`src/rtl/reset_request_generator_if.sv`:
```
// Handshake bundle for reset_request_generator.
//   Local control side : req (in), busy / done / timeout (out)
//   Target side        : target_rst_req (out), target_ack (in, asynchronous loopback)
// master modport is used by the generator; slave modport is the mirror view
// for whatever sits on the other end.
// Optional status (macro RSTGEN_LATENCY_STATUS_EN): ack_latency, last_timeout_phase.
interface reset_request_generator_if;
  logic req;
  logic target_rst_req;
  logic target_ack;
  logic busy;
  logic done;
  logic timeout;
`ifdef RSTGEN_LATENCY_STATUS_EN
  logic [15:0] ack_latency;
  logic [1:0]  last_timeout_phase;

  modport master (
    input  req,
    input  target_ack,
    output target_rst_req,
    output busy,
    output done,
    output timeout,
    output ack_latency,
    output last_timeout_phase
  );

  modport slave (
    output req,
    output target_ack,
    input  target_rst_req,
    input  busy,
    input  done,
    input  timeout,
    input  ack_latency,
    input  last_timeout_phase
  );
`else
  modport master (
    input  req,
    input  target_ack,
    output target_rst_req,
    output busy,
    output done,
    output timeout
  );

  modport slave (
    output req,
    output target_ack,
    input  target_rst_req,
    input  busy,
    input  done,
    input  timeout
  );
`endif
endinterface

```
`src/rtl/reset_request_generator.sv`:
```
// Source-domain reset request generator.
// Drives the reset input of a downstream synchronizer in another clock domain,
// holds it for at least MIN_ASSERT cycles, and waits for the looped-back
// synchronized reset (target_ack) to show the target entering and then leaving
// reset. Each wait phase is bounded by ACK_TIMEOUT cycles.
// Ports:
//   source_clk    - block clock
//   source_rst_n  - asynchronous active-low reset; restarts a full sequence on release
//   bus (master)  - req, target_rst_req, target_ack, busy, done, timeout
// Optional feature macro RSTGEN_LATENCY_STATUS_EN adds bus.ack_latency (cycles spent
// in ASSERT+RELEASE, saturating) and bus.last_timeout_phase (0 none, 1 ASSERT,
// 2 RELEASE).
module reset_request_generator #(
  parameter int unsigned MIN_ASSERT     = 16,
  parameter int unsigned ACK_TIMEOUT    = 256,
  parameter int unsigned ACK_SYNC_DEPTH = 3,
  parameter bit          POLARITY       = 1'b1
) (
  input logic                       source_clk,
  input logic                       source_rst_n,
  reset_request_generator_if.master bus
);

  localparam int unsigned     CntW    = $clog2(ACK_TIMEOUT + 1);
  localparam logic [CntW-1:0] MinLast = CntW'(MIN_ASSERT - 1);
  localparam logic [CntW-1:0] ToLast  = CntW'(ACK_TIMEOUT - 1);

  typedef enum logic [1:0] {StIdle, StAssert, StRelease, StDone} state_e;

  state_e                    state_q, state_d;
  logic [CntW-1:0]           cnt_q, cnt_d;
  logic                      rst_req_q, rst_req_d;
  logic [ACK_SYNC_DEPTH-1:0] ack_sync_q;
  logic                      ack_s;
  logic                      ack_active;
  logic                      done_int;
  logic                      timeout_pulse;

  // Synchronizer resets to the active level so the power-on sequence behaves as
  // if the target is already in reset.
  always_ff @(posedge source_clk or negedge source_rst_n) begin
    if (!source_rst_n) begin
      ack_sync_q <= {ACK_SYNC_DEPTH{POLARITY}};
    end else begin
      ack_sync_q <= {ack_sync_q[ACK_SYNC_DEPTH-2:0], bus.target_ack};
    end
  end

  assign ack_s      = ack_sync_q[ACK_SYNC_DEPTH-1];
  assign ack_active = (ack_s == POLARITY);

  // Next state. The normal exit is tested before the timeout so it wins when
  // both hold in the same cycle.
  always_comb begin
    state_d       = state_q;
    timeout_pulse = 1'b0;
    unique case (state_q)
      StIdle: begin
        if (bus.req) state_d = StAssert;
      end
      StAssert: begin
        if (cnt_q >= MinLast && ack_active) begin
          state_d = StRelease;
        end else if (cnt_q == ToLast) begin
          state_d       = StIdle;
          timeout_pulse = 1'b1;
        end
      end
      StRelease: begin
        if (!ack_active) begin
          state_d = StDone;
        end else if (cnt_q == ToLast) begin
          state_d       = StIdle;
          timeout_pulse = 1'b1;
        end
      end
      StDone: begin
        state_d = StIdle;
      end
      default: begin
        state_d = StIdle;
      end
    endcase
  end

  // Counter restarts on every state change and only runs in the wait phases.
  always_comb begin
    cnt_d = cnt_q;
    if (state_d != state_q) begin
      cnt_d = '0;
    end else if (state_q inside {StAssert, StRelease}) begin
      cnt_d = cnt_q + 1'b1;
    end
  end

  // Request is registered from the next state so the pin comes straight off a flop.
  assign rst_req_d = (state_d == StAssert) ? POLARITY : ~POLARITY;

  always_ff @(posedge source_clk or negedge source_rst_n) begin
    if (!source_rst_n) begin
      state_q   <= StAssert;
      cnt_q     <= '0;
      rst_req_q <= POLARITY;
    end else begin
      state_q   <= state_d;
      cnt_q     <= cnt_d;
      rst_req_q <= rst_req_d;
    end
  end

  assign done_int           = (state_q == StDone);
  assign bus.target_rst_req = rst_req_q;
  assign bus.busy           = (state_q != StIdle);
  assign bus.done           = done_int;
  assign bus.timeout        = timeout_pulse;

`ifdef RSTGEN_LATENCY_STATUS_EN
  logic [15:0] lat_cnt_q, lat_cnt_d;
  logic [15:0] ack_latency_q, ack_latency_d;
  logic [1:0]  phase_q, phase_d;

  // lat_cnt_d already includes the timeout cycle itself, while on the done cycle
  // it holds the ASSERT+RELEASE total, so both events latch the same signal.
  always_comb begin
    lat_cnt_d     = lat_cnt_q;
    ack_latency_d = ack_latency_q;
    phase_d       = phase_q;
    if (state_q != StAssert && state_d == StAssert) begin
      lat_cnt_d = '0;
    end else if ((state_q == StAssert || state_q == StRelease) && lat_cnt_q != 16'hFFFF) begin
      lat_cnt_d = lat_cnt_q + 16'd1;
    end
    if (done_int) begin
      ack_latency_d = lat_cnt_d;
      phase_d       = 2'd0;
    end else if (timeout_pulse) begin
      ack_latency_d = lat_cnt_d;
      phase_d       = (state_q == StAssert) ? 2'd1 : 2'd2;
    end
  end

  always_ff @(posedge source_clk or negedge source_rst_n) begin
    if (!source_rst_n) begin
      lat_cnt_q     <= '0;
      ack_latency_q <= '0;
      phase_q       <= '0;
    end else begin
      lat_cnt_q     <= lat_cnt_d;
      ack_latency_q <= ack_latency_d;
      phase_q       <= phase_d;
    end
  end

  assign bus.ack_latency        = ack_latency_q;
  assign bus.last_timeout_phase = phase_q;
`endif

endmodule

```
`src/flat_wrapper.sv`:
```
// flat-port wrapper written by rule: the top's interface ports become plain ports
module reset_request_generator_flat 
#(
  parameter int unsigned MIN_ASSERT     = 16,
  parameter int unsigned ACK_TIMEOUT    = 256,
  parameter int unsigned ACK_SYNC_DEPTH = 3,
  parameter bit          POLARITY       = 1'b1
)
  (source_clk, source_rst_n, bus_req, bus_target_ack, bus_target_rst_req, bus_busy, bus_done, bus_timeout);
  reset_request_generator_if bus_i ();
  input logic source_clk;
  input logic source_rst_n;
  input wire logic [$bits(bus_i.req)-1:0] bus_req;
  input wire logic [$bits(bus_i.target_ack)-1:0] bus_target_ack;
  output wire logic [$bits(bus_i.target_rst_req)-1:0] bus_target_rst_req;
  output wire logic [$bits(bus_i.busy)-1:0] bus_busy;
  output wire logic [$bits(bus_i.done)-1:0] bus_done;
  output wire logic [$bits(bus_i.timeout)-1:0] bus_timeout;
  assign bus_i.req = bus_req;
  assign bus_i.target_ack = bus_target_ack;
  assign bus_target_rst_req = bus_i.target_rst_req;
  assign bus_busy = bus_i.busy;
  assign bus_done = bus_i.done;
  assign bus_timeout = bus_i.timeout;
  reset_request_generator #(.MIN_ASSERT(MIN_ASSERT), .ACK_TIMEOUT(ACK_TIMEOUT), .ACK_SYNC_DEPTH(ACK_SYNC_DEPTH), .POLARITY(POLARITY)) u_core (.source_clk(source_clk), .source_rst_n(source_rst_n), .bus(bus_i));
endmodule
```
`config.mk`:
```
export PLATFORM = sky130hd
export DESIGN_NAME = reset_request_generator_flat
export DESIGN_NICKNAME = d
export VERILOG_FILES = /design/src/rtl/reset_request_generator_if.sv /design/src/rtl/reset_request_generator.sv /design/src/flat_wrapper.sv
export SDC_FILE = /design/constraint.sdc
export NUM_CORES = 1
export LEC_CHECK = 0
export CAP_MARGIN = 20
export CELL_PAD_IN_SITES_DETAIL_PLACEMENT = 0
export CELL_PAD_IN_SITES_GLOBAL_PLACEMENT = 1
export CORE_MARGIN = 2
export CORE_UTILIZATION = 44
export DETAILED_ROUTE_END_ITERATION = 12
export GPL_ROUTABILITY_DRIVEN = 0
export MAX_ROUTING_LAYER = met4
export PLACE_DENSITY_LB_ADDON = 0.25
export SLEW_MARGIN = 25
export SYNTH_ARGS = -nofsm -noshare
export SYNTH_HDL_FRONTEND = slang
export SYNTH_SLANG_ARGS = --single-unit
```
`constraint.sdc`:
```
create_clock -name source_clk -period 2.6 [get_ports source_clk]
set_input_delay 0.65 -clock source_clk [delete_from_list [all_inputs] [get_ports source_clk]]
set_output_delay 0.65 -clock source_clk [all_outputs]
set_load 0.05 [all_outputs]
```
==> summary by stage <==
Timing
Setup repair after global routing could not meet its margin everywhere. The number of failing hold endpoints at the final stage is 0. The number of setup violations in the final report is 0.

The maximum achievable frequency is 0.3981 GHz. At the pin with the least slew margin, the transition time is 624.7 ps. The final critical delay including setup and external delays is 2512 ps.

Clock skew on the completed layout was measured at 2.198 ps. Setup total negative slack on the finished layout was measured at 0 ps. The final count of pins violating max slew is 0.

Measured against its own limit, the worst slew margin works out to 58.22%. Of the available clock period, the critical path in the final layout requires 96.61%.

Floorplan
8 I/O pins were placed. The height of the die is 51.46 um. From left edge to right edge, the die measures 51.46 um.

In this run the standard cell core region covers 0.002170 mm^2. The starting density of the core is 45.67%. The floorplan die area is 0.002648 mm^2.

After floorplanning, the core was divided into 17 placement rows.

Power and ir drop
The worst vdd rail ir drop is 0.0006340 V. Summed over all cells, the static leakage comes to 0.5054 nW. The power per cell area is 1040 mW/mm^2.

Outcome
The flow ran to the end, and the final reports show no timing, DRC or antenna violations.

Route
The detail-routed via count per cell is 5.582. Across all layers, the routed design uses 787 vias. The residual antenna-violating net count after detailed routing is 0.

The iteration-0 DRC count of the detailed router is 12. After detailed routing, the number of remaining DRC violations is 0. Dividing the detail-routed wire length by the instance count gives 14.00 um. The routed wire length is 1974 um. The number of iterations in the first detailed-routing pass is 4.

Logic synthesis
For this run, the register share of the synthesized area comes to 38.51%. The post-synthesis instance total is 100. Counting flops with a built-in enable in the synthesized netlist gives 0. After synthesis, the cell types taking the most area are dfrtp_1 25%, dfstp_2 13%, ha_1 8.8%.

The number of library cell types mapped by synthesis is 37. The total standard cell area after synthesis is 991.0 um^2. Sorting the synthesized cells by how often they occur yields 10 x dfrtp_1, 9 x nor4_1. During synthesis, Yosys emitted a total of 0 warnings.

Among all cell types in the netlist, the one instantiated most often is dfrtp_1. The biggest area contributor in the post-synthesis netlist is dfrtp_1. The async set or reset register ratio after synthesis is 100.0%. A synthesized cell averages 9.910 um^2. After synthesis the netlist holds a flip-flop and latch count of 15. The predominant post-synthesis flop cell is dfrtp_1.

The proportion of netlist area held by the largest area contributor is 25.25%. The number of nets in the synthesized netlist is 111.

Worst hold path
The worst hold path terminates at u_core.ack_sync_q[2]$_DFF_PN1_. Along the worst hold path, the cell count comes to 0. The worst hold path begins at u_core.ack_sync_q[1]$_DFF_PN1_. The worst hold path belongs to the class flip-flop to flip-flop.

Global routing
The first global-routing pass estimated 3339 um of wire. The total routing usage reported by global routing is 17.36%. The number of global-route vias before repair is 749. The global-route congestion overflow total is 0.

The number of antenna violations at the first check in global routing is 0. The maximum number of pins on one net before global-route repair is 16.

Setup path
The kind of cell with the highest combined delay along the critical path is simple AND/OR/NAND/NOR gates. The signal on the critical path passes through or4_4 > a311oi_4 > o21ai_2 > a21oi_4 > buf_12. The combined buffer and inverter count along the critical path is 1. For the worst flop-to-flop path, the logic depth is 7. In this run the critical register-to-register path is captured at u_core.cnt_q[0]$_DFFE_PN0P_. The startpoint identified for the worst register-to-register timing path is u_core.cnt_q[4]$_DFFE_PN0P_. The master of the slowest instance on the critical path is or4_4. Of all nets on the critical path, the largest fanout is 2. The arrival time at the worst endpoint is 1860 ps. The worst setup path is of the flip-flop to output port kind. On the worst path, the slowest cell contributes a delay of 550 ps. The setup slack on the worst flop-to-flop path is 330 ps.

STA puts the critical path data required time at 1950 ps. The nature of the critical path startpoint is a flip-flop. The worst setup path is captured at an output port.

Clock network
The clock root buffer is clkbuf_4. Clock-pin slew was measured on the worst setup and hold paths at 90 ps. After clock tree synthesis, the flow added hold-fix buffers numbering 0. The maximum level of the CTS H-tree is 1. The total number of clock tree sinks is 15. In this run, CTS created clock tree buffers numbering 3. The CTS tree is built. In this run the deepest clock path goes through 2 buffers. The worst-skew pair later-pin latency is 280 ps.

Placement
The number of port buffers is 7. Once detailed placement completed, the half-perimeter wirelength came to 1485 um. The placed instance count is 136.

Job
The number of max-cap violations is 0.

Cells and area
The antenna cell count is 0. The area added between synthesis and finish is 18.94%. In the final layout, the share of cells above drive strength 1 is 23.89%. The final net count is 125.

Measured on the finished design, the core utilization comes to 54.33%. After the flow finishes, the layout carries non-filler instances totaling 141.
final cells by class:
class,instances,area [um^2]
clock buffers,3,22.52
clock inverters,1,5.005
fillers,201,991.0
inverters,7,26.28
multi-input cells,73,578.1
flip-flops and latches,15,381.6
well taps,28,35.03
repair buffers,14,130.1
metal layers:
| metal | global-route usage (%) | part of all wire (%) |
|---|---|---|
| met3 | 2.339 | 3.5 |
| met2 | 25.85 | 52 |
| met5 | - | 0 |
| met1 | 21.85 | 43 |
| met4 | 11.84 | 0.91 |
flip-flops by register name, indices dropped and copies added, names as in the netlist:
register / count
u_core.cnt_q: 9
u_core.bus.target_rst_req: 1
u_core.ack_sync_q: 3
u_core.state_q: 2
where the power goes:
part           internal, W  switching (W)
logic             0.000297       0.000456
registers         0.000294      0.0000502
clock network    0.0000571      0.0000719
total             0.000647       0.000579
kinds of logic (layout without fill, tap and decap cells):
kind of cell,after synthesis,in the layout,synth area share (%)
AO/OA/AOI/OAI,22,22,19.07
XOR/XNOR,8,8,7.071
adder cells (fa/ha/maj),7,7,8.838
buffers and inverters,12,25,5.176
flip-flops,15,15,38.51
multiplexers,1,1,1.010
AND/OR/NAND/NOR,35,35,20.33
stage by stage:
stage,total power [W],worst slack (ps),instance area [um^2],hold WS [ps]
global placement,0.001082,249.7,1135,346.0
finish,0.001226,88.12,1179,359.2
floorplan,0.0009275,106.3,1002,345.2
CTS,0.001238,36.22,1174,360.6
detailed placement,0.001092,226.6,1135,347.5
global route,0.001331,-1.475,1179,364.2
cells in the final DEF, fill, tap and decap left out, drive strengths merged, types with 3 or more instances in the layout:
cell type | Yosys | routed
a21oi | 4 | 4
buf | 3 | 9
clkbuf | 2 | 3
clkdlybuf4s50 | 0 | 5
dfrtp | 10 | 10
dfstp | 5 | 5
ha | 7 | 7
inv | 7 | 7
nand2 | 7 | 7
nor2 | 3 | 3
nor2b | 5 | 5
nor4 | 9 | 9
o21ai | 5 | 5
xor2 | 7 | 7
how the worst max path moves through the flow:
stage	depth (start not counted)	startpoint	slack, ps	end
finish	5	u_core.cnt_q[7]$_DFFE_PN0P_	90	bus_timeout
global route	5	u_core.cnt_q[7]$_DFFE_PN0P_	-1	bus_timeout
CTS	6	u_core.cnt_q[0]$_DFFE_PN0P_	40	bus_timeout
detailed placement	5	u_core.cnt_q[7]$_DFFE_PN0P_	230	bus_timeout
global placement	5	u_core.cnt_q[7]$_DFFE_PN0P_	250	bus_timeout
floorplan	4	u_core.cnt_q[7]$_DFFE_PN0P_	110	bus_timeout
timing repair:
action                     4_1_cts  5_1_grt
setup endpoints to repair        1        1
setup buffers                    1        0
pin swaps                        1        0
resized for setup                2        2
(Power assumes the default switching activity.)
